**src/rtl/jogo_pkg.sv**
```systemverilog
// Shared definitions for the battleship game sequencer: state codes,
// switch decodes and status LED colours ({R,G,B}).
package jogo_pkg;

  typedef enum logic [2:0] {
    DESLIGADO  = 3'd0,
    PREPARACAO = 3'd1,
    PRONTO     = 3'd2,
    ATAQUE     = 3'd3,
    ESPERA     = 3'd4,
    DERROTA    = 3'd5,
    VITORIA    = 3'd6
  } estado_t;

  localparam logic [1:0] MODO_DESLIGADO = 2'b00;
  localparam logic [1:0] MODO_PREP      = 2'b01;

  typedef logic [2:0] cor_t;
  localparam cor_t COR_OFF      = 3'b000;
  localparam cor_t COR_VERMELHO = 3'b100;
  localparam cor_t COR_VERDE    = 3'b010;
  localparam cor_t COR_AZUL     = 3'b001;

  localparam logic [5:0] MAX_CELULAS = 6'd35;

endpackage

```
**src/rtl/controlador_jogo_if.sv**
```systemverilog
// Signal bundle between the game sequencer and its surrounding blocks.
interface controlador_jogo_if;
  logic [1:0] modo;
  logic       confirmar;
  logic [5:0] celulas_navio;
  logic       resp_valida;
  logic       resp_acerto;
  logic       resp_repetido;
  logic       habilita_selecao;
  logic       carregar_mapa;
  logic       req_ataque;
  logic       habilita_matriz;
  logic [1:0] vida;
  logic [5:0] acertos;
  logic [2:0] estado;
  logic       erro_timeout;
  logic       LED_R;
  logic       LED_G;
  logic       LED_B;

  modport master (
    output modo, confirmar, celulas_navio, resp_valida, resp_acerto, resp_repetido,
    input  habilita_selecao, carregar_mapa, req_ataque, habilita_matriz,
           vida, acertos, estado, erro_timeout, LED_R, LED_G, LED_B
  );

  modport slave (
    input  modo, confirmar, celulas_navio, resp_valida, resp_acerto, resp_repetido,
    output habilita_selecao, carregar_mapa, req_ataque, habilita_matriz,
           vida, acertos, estado, erro_timeout, LED_R, LED_G, LED_B
  );
endinterface

```
**src/rtl/temporizador_led.sv**
```systemverilog
// Status colour register with a load/countdown hold; "fixo" pins a colour
// indefinitely (end-of-game displays).
module temporizador_led
  import jogo_pkg::*;
#(
  parameter int HOLD = 8
) (
  input  logic clock_in,
  input  logic rst_n,
  input  logic limpar,
  input  logic fixo,
  input  logic carregar,
  input  cor_t cor_in,
  output cor_t cor
);
  localparam int CW = $clog2(HOLD + 1);

  logic [CW-1:0] cnt;

  // cnt counts the remaining extra cycles, so the colour is visible HOLD cycles
  always_ff @(posedge clock_in or negedge rst_n) begin
    if (!rst_n) begin
      cor <= COR_OFF;
      cnt <= '0;
    end else if (limpar) begin
      cor <= COR_OFF;
      cnt <= '0;
    end else if (fixo) begin
      cor <= cor_in;
      cnt <= '0;
    end else if (carregar) begin
      cor <= cor_in;
      cnt <= CW'(HOLD - 1);
    end else if (cnt != '0) begin
      cnt <= cnt - 1'b1;
    end else begin
      cor <= COR_OFF;
    end
  end
endmodule

```
**src/rtl/controlador_jogo.sv**
```systemverilog
// Battleship game sequencer: mode decode, map lock, one attack request per
// press, response wait with timeout, hit/miss tally and end-of-game decision.
module controlador_jogo
  import jogo_pkg::*;
#(
  parameter int NUM_VIDAS    = 3,
  parameter int TIMEOUT_RESP = 4,
  parameter int LED_HOLD     = 8
) (
  input logic clock_in,
  input logic rst_n,
  controlador_jogo_if.slave bus
);
  localparam int TW = $clog2(TIMEOUT_RESP + 1);

  estado_t       state, nxt;
  logic [TW-1:0] wait_cnt;
  logic [5:0]    celulas_lat, acertos, acertos_inc;
  logic [1:0]    vida, vida_inc;
  logic          carregar_mapa, req_ataque, erro_timeout;
  logic          hab_sel, hab_mat;
  logic          desligar, resp_ok;
  logic          ev_carga, ev_req, ev_timeout, ev_acerto, ev_erro, ev_rep;
  logic          tmr_fixo, tmr_load;
  cor_t          tmr_cor, cor;

  assign acertos_inc = (acertos == MAX_CELULAS) ? acertos : acertos + 6'd1;
  assign vida_inc    = (vida == 2'(NUM_VIDAS)) ? vida : vida + 2'd1;

  always_ff @(posedge clock_in or negedge rst_n) begin
    if (!rst_n) state <= DESLIGADO;
    else        state <= nxt;
  end

  always_comb begin
    nxt        = state;
    ev_carga   = 1'b0;
    ev_req     = 1'b0;
    ev_timeout = 1'b0;
    ev_acerto  = 1'b0;
    ev_erro    = 1'b0;
    ev_rep     = 1'b0;
    desligar   = (bus.modo == MODO_DESLIGADO);
    // the request cycle itself is already ESPERA; responses there are too early
    resp_ok    = (state == ESPERA) && !req_ataque && bus.resp_valida;
    if (desligar) begin
      nxt = DESLIGADO;
    end else begin
      case (state)
        DESLIGADO:  if (bus.modo == MODO_PREP) nxt = PREPARACAO;
        PREPARACAO: if (bus.confirmar && bus.celulas_navio != 6'd0) begin
                      ev_carga = 1'b1;
                      nxt      = PRONTO;
                    end
        PRONTO:     if (bus.modo[1]) nxt = ATAQUE;
        ATAQUE:     if (bus.confirmar) begin
                      ev_req = 1'b1;
                      nxt    = ESPERA;
                    end
        ESPERA: begin
          if (resp_ok) begin
            if (bus.resp_repetido) begin
              ev_rep = 1'b1;
              nxt    = ATAQUE;
            end else if (bus.resp_acerto) begin
              ev_acerto = 1'b1;
              nxt       = (acertos_inc == celulas_lat) ? VITORIA : ATAQUE;
            end else begin
              ev_erro = 1'b1;
              nxt     = (vida_inc == 2'(NUM_VIDAS)) ? DERROTA : ATAQUE;
            end
          end else if (wait_cnt == TW'(TIMEOUT_RESP)) begin
            ev_timeout = 1'b1;
            nxt        = ATAQUE;
          end
        end
        default: nxt = state;
      endcase
    end
  end

  always_ff @(posedge clock_in or negedge rst_n) begin
    if (!rst_n) begin
      carregar_mapa <= 1'b0;
      req_ataque    <= 1'b0;
      erro_timeout  <= 1'b0;
      hab_sel       <= 1'b0;
      hab_mat       <= 1'b0;
      wait_cnt      <= '0;
      celulas_lat   <= '0;
      acertos       <= '0;
      vida          <= '0;
    end else begin
      carregar_mapa <= ev_carga;
      req_ataque    <= ev_req;
      erro_timeout  <= ev_timeout;
      hab_sel       <= (nxt == PREPARACAO);
      hab_mat       <= nxt inside {PREPARACAO, PRONTO, ATAQUE, ESPERA, VITORIA};
      if (ev_req)
        wait_cnt <= '0;
      else if (state == ESPERA && wait_cnt != TW'(TIMEOUT_RESP))
        wait_cnt <= wait_cnt + 1'b1;
      if (desligar) begin
        celulas_lat <= '0;
        acertos     <= '0;
        vida        <= '0;
      end else begin
        if (ev_carga)  celulas_lat <= bus.celulas_navio;
        if (ev_acerto) acertos     <= acertos_inc;
        if (ev_erro)   vida        <= vida_inc;
      end
    end
  end

  assign tmr_fixo = (nxt == VITORIA) || (nxt == DERROTA);
  assign tmr_load = ev_rep || ev_acerto || ev_erro;
  assign tmr_cor  = (nxt == VITORIA) ? COR_VERDE    :
                    (nxt == DERROTA) ? COR_VERMELHO :
                    ev_rep           ? COR_AZUL     :
                    ev_acerto        ? COR_VERDE    : COR_VERMELHO;

  temporizador_led #(.HOLD(LED_HOLD)) u_led (
    .clock_in (clock_in),
    .rst_n    (rst_n),
    .limpar   (desligar),
    .fixo     (tmr_fixo),
    .carregar (tmr_load),
    .cor_in   (tmr_cor),
    .cor      (cor)
  );

  assign bus.estado           = state;
  assign bus.carregar_mapa    = carregar_mapa;
  assign bus.req_ataque       = req_ataque;
  assign bus.erro_timeout     = erro_timeout;
  assign bus.habilita_selecao = hab_sel;
  assign bus.habilita_matriz  = hab_mat;
  assign bus.vida             = vida;
  assign bus.acertos          = acertos;
  assign {bus.LED_R, bus.LED_G, bus.LED_B} = cor;
endmodule

```
**src/flat_wrapper.sv**
```systemverilog
// flat-port wrapper written by rule: the top's interface ports become plain ports
module controlador_jogo_flat import jogo_pkg::*;
#(
  parameter int NUM_VIDAS    = 3,
  parameter int TIMEOUT_RESP = 4,
  parameter int LED_HOLD     = 8
)
  (clock_in, rst_n, bus_modo, bus_confirmar, bus_celulas_navio, bus_resp_valida, bus_resp_acerto, bus_resp_repetido, bus_habilita_selecao, bus_carregar_mapa, bus_req_ataque, bus_habilita_matriz, bus_vida, bus_acertos, bus_estado, bus_erro_timeout, bus_LED_R, bus_LED_G, bus_LED_B);
  controlador_jogo_if bus_i ();
  input logic clock_in;
  input logic rst_n;
  input wire logic [$bits(bus_i.modo)-1:0] bus_modo;
  input wire logic [$bits(bus_i.confirmar)-1:0] bus_confirmar;
  input wire logic [$bits(bus_i.celulas_navio)-1:0] bus_celulas_navio;
  input wire logic [$bits(bus_i.resp_valida)-1:0] bus_resp_valida;
  input wire logic [$bits(bus_i.resp_acerto)-1:0] bus_resp_acerto;
  input wire logic [$bits(bus_i.resp_repetido)-1:0] bus_resp_repetido;
  output wire logic [$bits(bus_i.habilita_selecao)-1:0] bus_habilita_selecao;
  output wire logic [$bits(bus_i.carregar_mapa)-1:0] bus_carregar_mapa;
  output wire logic [$bits(bus_i.req_ataque)-1:0] bus_req_ataque;
  output wire logic [$bits(bus_i.habilita_matriz)-1:0] bus_habilita_matriz;
  output wire logic [$bits(bus_i.vida)-1:0] bus_vida;
  output wire logic [$bits(bus_i.acertos)-1:0] bus_acertos;
  output wire logic [$bits(bus_i.estado)-1:0] bus_estado;
  output wire logic [$bits(bus_i.erro_timeout)-1:0] bus_erro_timeout;
  output wire logic [$bits(bus_i.LED_R)-1:0] bus_LED_R;
  output wire logic [$bits(bus_i.LED_G)-1:0] bus_LED_G;
  output wire logic [$bits(bus_i.LED_B)-1:0] bus_LED_B;
  assign bus_i.modo = bus_modo;
  assign bus_i.confirmar = bus_confirmar;
  assign bus_i.celulas_navio = bus_celulas_navio;
  assign bus_i.resp_valida = bus_resp_valida;
  assign bus_i.resp_acerto = bus_resp_acerto;
  assign bus_i.resp_repetido = bus_resp_repetido;
  assign bus_habilita_selecao = bus_i.habilita_selecao;
  assign bus_carregar_mapa = bus_i.carregar_mapa;
  assign bus_req_ataque = bus_i.req_ataque;
  assign bus_habilita_matriz = bus_i.habilita_matriz;
  assign bus_vida = bus_i.vida;
  assign bus_acertos = bus_i.acertos;
  assign bus_estado = bus_i.estado;
  assign bus_erro_timeout = bus_i.erro_timeout;
  assign bus_LED_R = bus_i.LED_R;
  assign bus_LED_G = bus_i.LED_G;
  assign bus_LED_B = bus_i.LED_B;
  controlador_jogo #(.NUM_VIDAS(NUM_VIDAS), .TIMEOUT_RESP(TIMEOUT_RESP), .LED_HOLD(LED_HOLD)) u_core (.clock_in(clock_in), .rst_n(rst_n), .bus(bus_i));
endmodule
```
**config.mk**
```make
export PLATFORM = sky130hd
export DESIGN_NAME = controlador_jogo_flat
export DESIGN_NICKNAME = d
export VERILOG_FILES = /design/src/rtl/jogo_pkg.sv /design/src/rtl/controlador_jogo_if.sv /design/src/rtl/temporizador_led.sv /design/src/rtl/controlador_jogo.sv /design/src/flat_wrapper.sv
export SDC_FILE = /design/constraint.sdc
export NUM_CORES = 1
export LEC_CHECK = 0
export BUFFER_PORTS_ARGS = -buffer_cell sky130_fd_sc_hd__buf_2
export CORE_ASPECT_RATIO = 2
export CORE_UTILIZATION = 57
export DETAILED_ROUTE_END_ITERATION = 8
export GPL_TIMING_DRIVEN = 1
export MAX_ROUTING_LAYER = met4
export PLACE_DENSITY = 0.77
export SETUP_SLACK_MARGIN = 0.1
export SLEW_MARGIN = 20
export SYNTH_ARGS = -nofsm -noshare
export SYNTH_HDL_FRONTEND = slang
export SYNTH_SLANG_ARGS = --single-unit
```
**constraint.sdc**
```tcl
create_clock -name clock_in -period 3.3 [get_ports clock_in]
set_clock_uncertainty 0.05 [all_clocks]
set_input_delay 0.33 -clock clock_in [delete_from_list [all_inputs] [get_ports clock_in]]
set_output_delay 0.33 -clock clock_in [all_outputs]
set_load 0.02 [all_outputs]
```
==> out/qor.txt, run 1 <==
CELLS AND AREA
------------------------------------------------------------------------------------
# diodes ..............................................................            0
Net count, final ......................................................          259
Growth of design area from synthesis to finish ........................        10.8%
Layout cell share with drive strength beyond 1 ........................        0.272
Most used cells in the layout excluding fill and tap cells ............ buf_2 (32), dfrtp_1 (32), nor2_1 (25)
Post-layout utilization of the core ...................................        0.676

CLOCK TREE
------------------------------------------------------------------------------------
Register clock-pin slew on the reported worst setup and hold paths ....        60 ps
Number of gates given a new drive strength after cts ..................            0
Later-pin clock latency in the skew report ............................       280 ps
Post-CTS setup-driven buffer insertion count ..........................            0
Clock buffers created by TritonCTS ....................................            5
Root buffer cell ......................................................     clkbuf_8
Max clock buf depth ...................................................            2
Number of sinks on the clock net ......................................           32
Number of buffers inserted by hold repair at cts ......................            0
CTS tree ..............................................................          yes
H-tree levels .........................................................            2

YOSYS
------------------------------------------------------------------------------------
Number of synthesized flops with an enable pin ........................            0
Synthesized cell area ................................................. 0.00211 mm^2
Main combinational cell family by area after synthesis ................ simple AND/OR/NAND/NOR gates
Adder and majority cell fraction of the synthesized area ..............       0.0237
Fraction of the mapped netlist area in compound gates .................        0.173
Synthesized Nets ......................................................          228
XOR/XNOR share of the synthesized area ................................       0.0754
Count of different cell masters after synthesis .......................           59
Area contributors post-synth .......................................... dfrtp_1 (38%), nor2_1 (4.5%), a21oi_1 (3.8%)
Dominant synthesized flop cell ........................................      dfrtp_1
Synth Register Bits ...................................................           32
Most area-hungry cell type in the Yosys netlist .......................      dfrtp_1
Avg Synthesized Cell Area .............................................    10.0 um^2
Proportion of synthesized flip-flops having asynchronous set or reset .         1.00
Number of cells produced by synthesis .................................          210
Synth top area share ..................................................        0.380
Sequential element share of the synthesized area ......................        0.380
Area share of and/or/nand/nor cells after synthesis ...................        0.270
Total number of yosys warnings ........................................            0
Fraction of synthesized area in multiplexers ..........................       0.0332

GLOBAL ROUTING
------------------------------------------------------------------------------------
Largest net degree at the start of global routing .....................           33
Wire length of the first global-routing pass ..........................      7580 um
GRT Util Overall ......................................................        0.271
Remaining Overflow, GRT ...............................................            0
Via count of the first global-routing pass ............................         1720
Antenna violations before repair ......................................            0

RUN
------------------------------------------------------------------------------------
Maxcap violations .....................................................            0

PLACED DESIGN
------------------------------------------------------------------------------------
Global placement routability congestion ...............................        0.873
PortBufs ..............................................................           32
Dpl hpwl ..............................................................      3480 um

ROUTING
------------------------------------------------------------------------------------
Avg Vias per Cell .....................................................         5.86
Average wire per standard cell ........................................      15.5 um
Antenna Violating Nets Remaining ......................................            0
Detailed Routing Iterations Pass 1 ....................................            4
Overall routed net length .............................................      4450 um
Final routed DRC violation total ......................................            0
DRT iter0 DRCs ........................................................           34
Number of vias in the routed layout ...................................         1682

STA
------------------------------------------------------------------------------------
Actual slew at the worst max-slew pin .................................       765 ps
Number of pins exceeding their max-slew limit in the final report .....            0
Number of setup violations in the final report ........................            0
Post-route clock period utilization ...................................        0.782
Min Clock Period, post-route ..........................................      2580 ps
Maximum operating frequency ...........................................    0.387 GHz
Relative slew slack ...................................................        0.488
Unrepaired setup endpoints after global routing .......................           no
Number of failing hold endpoints at the final stage ...................            0
Post-route setup TNS ..................................................         0 ps

WORST SETUP PATH
------------------------------------------------------------------------------------
Crit Path Class .......................................................   reg -> reg
Element type at the critical path start ...............................         flop
Kind of end point of the critical path ................................         flop
Critical path peak fanout .............................................           12
Delay of the slowest cell on the worst path ...........................       560 ps
Critical-path cell with the highest stage delay .......................      dfrtp_1
CP Cell Sequence ...................................................... or3b_4 -> or2_1 -> nor2_4 -> o21ai_1 -> a41o_2 -> a221oi_1 -> a211oi_1
Data arrival time at the worst-slack endpoint .........................      2650 ps
CP top delay family ................................................... simple AND/OR/NAND/NOR gates
Worst Path Buf+Inv ....................................................            0
Worst path required time ..............................................      3370 ps

POWER
------------------------------------------------------------------------------------
Final Power ...........................................................      1.80 mW
Leakage power figure ..................................................      1.07 nW
Maximum vdd drop ......................................................       454 uV
Power density cells ...................................................  770 mW/mm^2

DIE
------------------------------------------------------------------------------------
Die W .................................................................      45.0 um
Height of the chip ....................................................      88.0 um
Core area ............................................................. 0.00345 mm^2
Die outline area ...................................................... 0.00396 mm^2
Number of top-level pins ..............................................           33
Rows ..................................................................           30
Initial standard-cell utilization of the core .........................        0.611

RUN STATUS
------------------------------------------------------------------------------------
Result of the run ..................................................... finished clean

WORST HOLD PATH
------------------------------------------------------------------------------------
Worst min-delay path category .........................................  in -> async

final timing paths:
path / to / slack, ps / cells past startpoint / from
worst max register to register: u_core.u_led.cor[1] / 720 / 7 / u_core.bus.estado[2]
worst min register to register: u_core.celulas_lat[0] / 500 / 2 / u_core.celulas_lat[0]
worst max-delay path: u_core.u_led.cor[1] / 720 / 7 / u_core.bus.estado[2]
max in group asynchronous: u_core.bus.acertos[0] / 2670 / 1 / rst_n
min in group clock_in: u_core.celulas_lat[4] / 260 / 3 / bus_celulas_navio[4]
worst min-delay path: u_core.u_led.cnt[3] / 60 / 1 / rst_n
worst register-to-register path, delay by kind of cell (launching register included):
kind	cells	cell delay [ps]
AND/OR/NAND/NOR	3	1020
AO/OA/AOI/OAI	4	790
flip-flops	1	560
final cells by class:
cell class	count	area, um^2
clock buffers	5	68.8
repair buffers	33	168
flip-flops and latches	32	801
fillers	321	1120
inverters	7	26.3
well taps	48	60.1
multi-input cells	162	1210
routing by layer:
| metal | track usage | vias up | part of all wire |
|---|---|---|---|
| met3 | 0.0412 | 13 | 0.031 |
| met4 | 0.124 | 0 | 0.027 |
| met5 | - | - | 0 |
| met1 | 0.260 | 808 | 0.36 |
| met2 | 0.501 | 41 | 0.59 |
| li1 | - | 820 | - |
synth_stat cells (2+ instances only):
cell,count
nand4_1,2
nor3_1,4
nor3b_1,3
inv_1,7
nor3_2,2
a22oi_1,3
nor4b_4,2
buf_6,4
clkbuf_1,3
a221oi_2,5
dfrtp_1,32
xor2_1,6
and2_1,2
xnor2_1,9
nand2_1,15
mux2i_1,7
o21ai_0,7
ha_1,4
nand3b_1,2
nor2_1,25
nand2b_1,5
or3_1,2
nand3_1,8
a21oi_1,16
stage by stage:
| step | instances | area, um^2 | setup slack [ps] | hold WS, ps |
|---|---|---|---|---|
| 2_1_floorplan | 210 | 2110 | 907 | -15.6 |
| 3_3_place_gp | 282 | 2270 | 781 | 379 |
| 3_5_place_dp | 282 | 2270 | 735 | 376 |
| 4_1_cts | 287 | 2340 | 722 | 75.6 |
| 5_1_grt | 287 | 2340 | 507 | 122 |
| 6_report | 287 | 2340 | 719 | 63.3 |
state kept, by name, indices dropped and copies added, names as in the netlist:
| register | cells |
|---|---|
| u_core.bus.acertos | 6 |
| u_core.celulas_lat | 6 |
| u_core.u_led.cnt | 4 |
| u_core.bus.estado | 3 |
| u_core.u_led.cor | 3 |
| u_core.wait_cnt | 3 |
| u_core.bus.vida | 2 |
| u_core.bus.carregar_mapa | 1 |
| u_core.bus.erro_timeout | 1 |
| u_core.bus.habilita_matriz | 1 |
| u_core.bus.habilita_selecao | 1 |
| u_core.bus.req_ataque | 1 |
where the power goes:
group / internal, mW / switching (mW)
Combinational: 0.400 / 0.511
Sequential: 0.501 / 0.132
Clock: 0.135 / 0.121
Total: 1.04 / 0.763
cells by family (layout without fill, tap and decap cells):
| group | Yosys count | after routing |
|---|---|---|
| compound gates | 46 | 46 |
| xor+xnor | 16 | 16 |
| fa+ha+maj | 4 | 4 |
| buf+inv | 16 | 45 |
| flops | 32 | 32 |
| mux | 7 | 7 |
| simple gates | 89 | 89 |
Power figures use the tool's default switching activity.
==> inputs of run 2 (changes only) <==
- clock period: 3.3 -> 2.7 ns (I/O delays scaled with it)
==> out/qor.txt, run 2 (synthesis gave the netlist of run 1 again) <==
DIE
---------------------------------------------------------------------------------
Die outline area ................................................... 0.00396 mm^2
Rows ...............................................................           30
Height of the chip .................................................      88.0 um
Core area .......................................................... 0.00345 mm^2
Initial standard-cell utilization of the core ......................        0.611
Die W ..............................................................      45.0 um
Number of top-level pins ...........................................           33

CLOCK TREE
---------------------------------------------------------------------------------
Register clock-pin slew on the reported worst setup and hold paths .        70 ps
Number of buffers inserted by hold repair at cts ...................            0
Root buffer cell ...................................................     clkbuf_8
Post-CTS setup-driven buffer insertion count .......................            0
Number of gates given a new drive strength after cts ...............            0
H-tree levels ......................................................            2
Clock buffers created by TritonCTS .................................            5
Number of sinks on the clock net ...................................           32
Later-pin clock latency in the skew report .........................       280 ps
Max clock buf depth ................................................            2
CTS tree ...........................................................          yes

CELLS AND AREA
---------------------------------------------------------------------------------
Most used cells in the layout excluding fill and tap cells ......... buf_2 (32), dfrtp_1 (32), nor2_1 (25)
# diodes ...........................................................            0
Growth of design area from synthesis to finish .....................        14.3%
Layout cell share with drive strength beyond 1 .....................        0.300
Footprint of the flip-flops and latches ............................     801 um^2
Net count, final ...................................................          264
Registers with the highest flip-flop counts ........................ u_core.bus.acertos x6, u_core.celulas_lat x6, u_core.u_led.cnt x4
Area of the multi-input gates ...................................... 0.00122 mm^2
FILL cells .........................................................          292

ROUTING
---------------------------------------------------------------------------------
Final routed DRC violation total ...................................            0
Average wire per standard cell .....................................      15.4 um
Number of vias in the routed layout ................................         1734
Antenna Violating Nets Remaining ...................................            0
Overall routed net length ..........................................      4540 um
Detailed Routing Iterations Pass 1 .................................            4
Avg Vias per Cell ..................................................         5.88
DRT iter0 DRCs .....................................................           58

STA
---------------------------------------------------------------------------------
Relative slew slack ................................................        0.534
Unrepaired setup endpoints after global routing ....................           no
Actual slew at the worst max-slew pin ..............................       696 ps
Post-route setup TNS ...............................................         0 ps
Final WS setup .....................................................       246 ps
Maximum operating frequency ........................................    0.408 GHz
Tightest hold margin ...............................................     -20.9 ps
Number of failing hold endpoints at the final stage ................           32
Number of setup violations in the final report .....................            0
Min Clock Period, post-route .......................................      2450 ps
Number of pins exceeding their max-slew limit in the final report ..            0
Post-route clock period utilization ................................        0.909

GLOBAL ROUTING
---------------------------------------------------------------------------------
Remaining Overflow, GRT ............................................            0
GRT Util Overall ...................................................        0.265
Antenna violations before repair ...................................            0
Via count of the first global-routing pass .........................         1742
Wire length of the first global-routing pass .......................      7420 um
Largest net degree at the start of global routing ..................           33

WORST SETUP PATH
---------------------------------------------------------------------------------
Data arrival time at the worst-slack endpoint ......................      2590 ps
Kind of end point of the critical path .............................         flop
Critical path peak fanout ..........................................            8
Worst path required time ...........................................      2840 ps
End point of the critical path ..................................... u_core.u_led.cnt[2]
Element type at the critical path start ............................         flop
Crit Path Class ....................................................   reg -> reg
FF-to-FF End ....................................................... u_core.u_led.cnt[2]
Number of cells on the worst reg-to-reg path .......................            8
Worst Setup SP ..................................................... u_core.wait_cnt[0]
Launching point of the worst reg2reg path .......................... u_core.wait_cnt[0]
R2R Setup Slk ......................................................       250 ps

RUN
---------------------------------------------------------------------------------
Maxcap violations ..................................................            0

PLACED DESIGN
---------------------------------------------------------------------------------
Dpl hpwl ...........................................................      3580 um
Placement Setup Slack ..............................................       218 ps
Global placement routability congestion ............................        0.975
PortBufs ...........................................................           32

RUN STATUS
---------------------------------------------------------------------------------
Result of the run .................................................. finished with violations
Failing checks .....................................................  hold timing

POWER
---------------------------------------------------------------------------------
Leakage power figure ...............................................      1.11 nW
Maximum vdd drop ...................................................       543 uV
Power density cells ................................................  953 mW/mm^2

WORST HOLD PATH
---------------------------------------------------------------------------------
Worst min-delay path category ......................................  in -> async

==> run 2: metrics by stage <==
step / utilization / hold WS [ps] / total power [mW] / instance area [um^2] / cells
floorplan: - / -75.6 / 1.68 / 2110 / 210
global placement: 0.667 / 310 / 1.90 / 2300 / 287
detailed placement: 0.667 / 311 / 1.93 / 2300 / 287
CTS: 0.694 / 2.53 / 2.31 / 2400 / 295
global route: 0.698 / 32.0 / 2.45 / 2410 / 295
finish: 0.698 / -20.9 / 2.30 / 2410 / 295
==> run 2: area by class of cell <==
cell class	instances	share of cell area
Clock buffer	6	0.0343
Clock inverter	2	0.00415
Inverter	7	0.0109
Multi-Input combinational cell	162	0.508
Sequential cell	32	0.332
Tap cell	48	0.0249
Timing Repair Buffer	38	0.0852
==> run 2: worst max-delay path: stages, from the launching register on <==
cell      delay [ps]
dfrtp_1          390
inv_1             60
ha_1             260
a311o_1          340
a221oi_2         380
nand4_2          170
o21ai_4          300
xnor2_4          140
a221oi_2         270
==> run 2: worst min path at each step <==
stage	from	endpoint	slack, ps	cells after the start
2_1_floorplan	rst_n	u_core.bus.acertos[0]	-80	0
6_report	rst_n	u_core.u_led.cnt[3]	-20	1
4_1_cts	rst_n	u_core.bus.estado[2]	3	1
5_1_grt	rst_n	u_core.u_led.cnt[0]	30	1
3_5_place_dp	rst_n	u_core.u_led.cnt[0]	310	1
3_3_place_gp	rst_n	u_core.u_led.cnt[0]	310	1
==> run 2: power by group <==
part	switching [mW]	internal (mW)
sequential	0.146	0.612
clock	0.172	0.203
combinational	0.653	0.511
==> run 2: per-layer routing <==
| metal | wire length [um] | vias to the layer above | share of wire | track usage |
|---|---|---|---|---|
| li1 | - | 825 | - | - |
| met1 | 1580 | 844 | 0.35 | 0.242 |
| met2 | 2640 | 49 | 0.58 | 0.478 |
| met3 | 169 | 16 | 0.037 | 0.0557 |
| met4 | 152 | 0 | 0.033 | 0.146 |
| met5 | 0 | - | 0 | - |
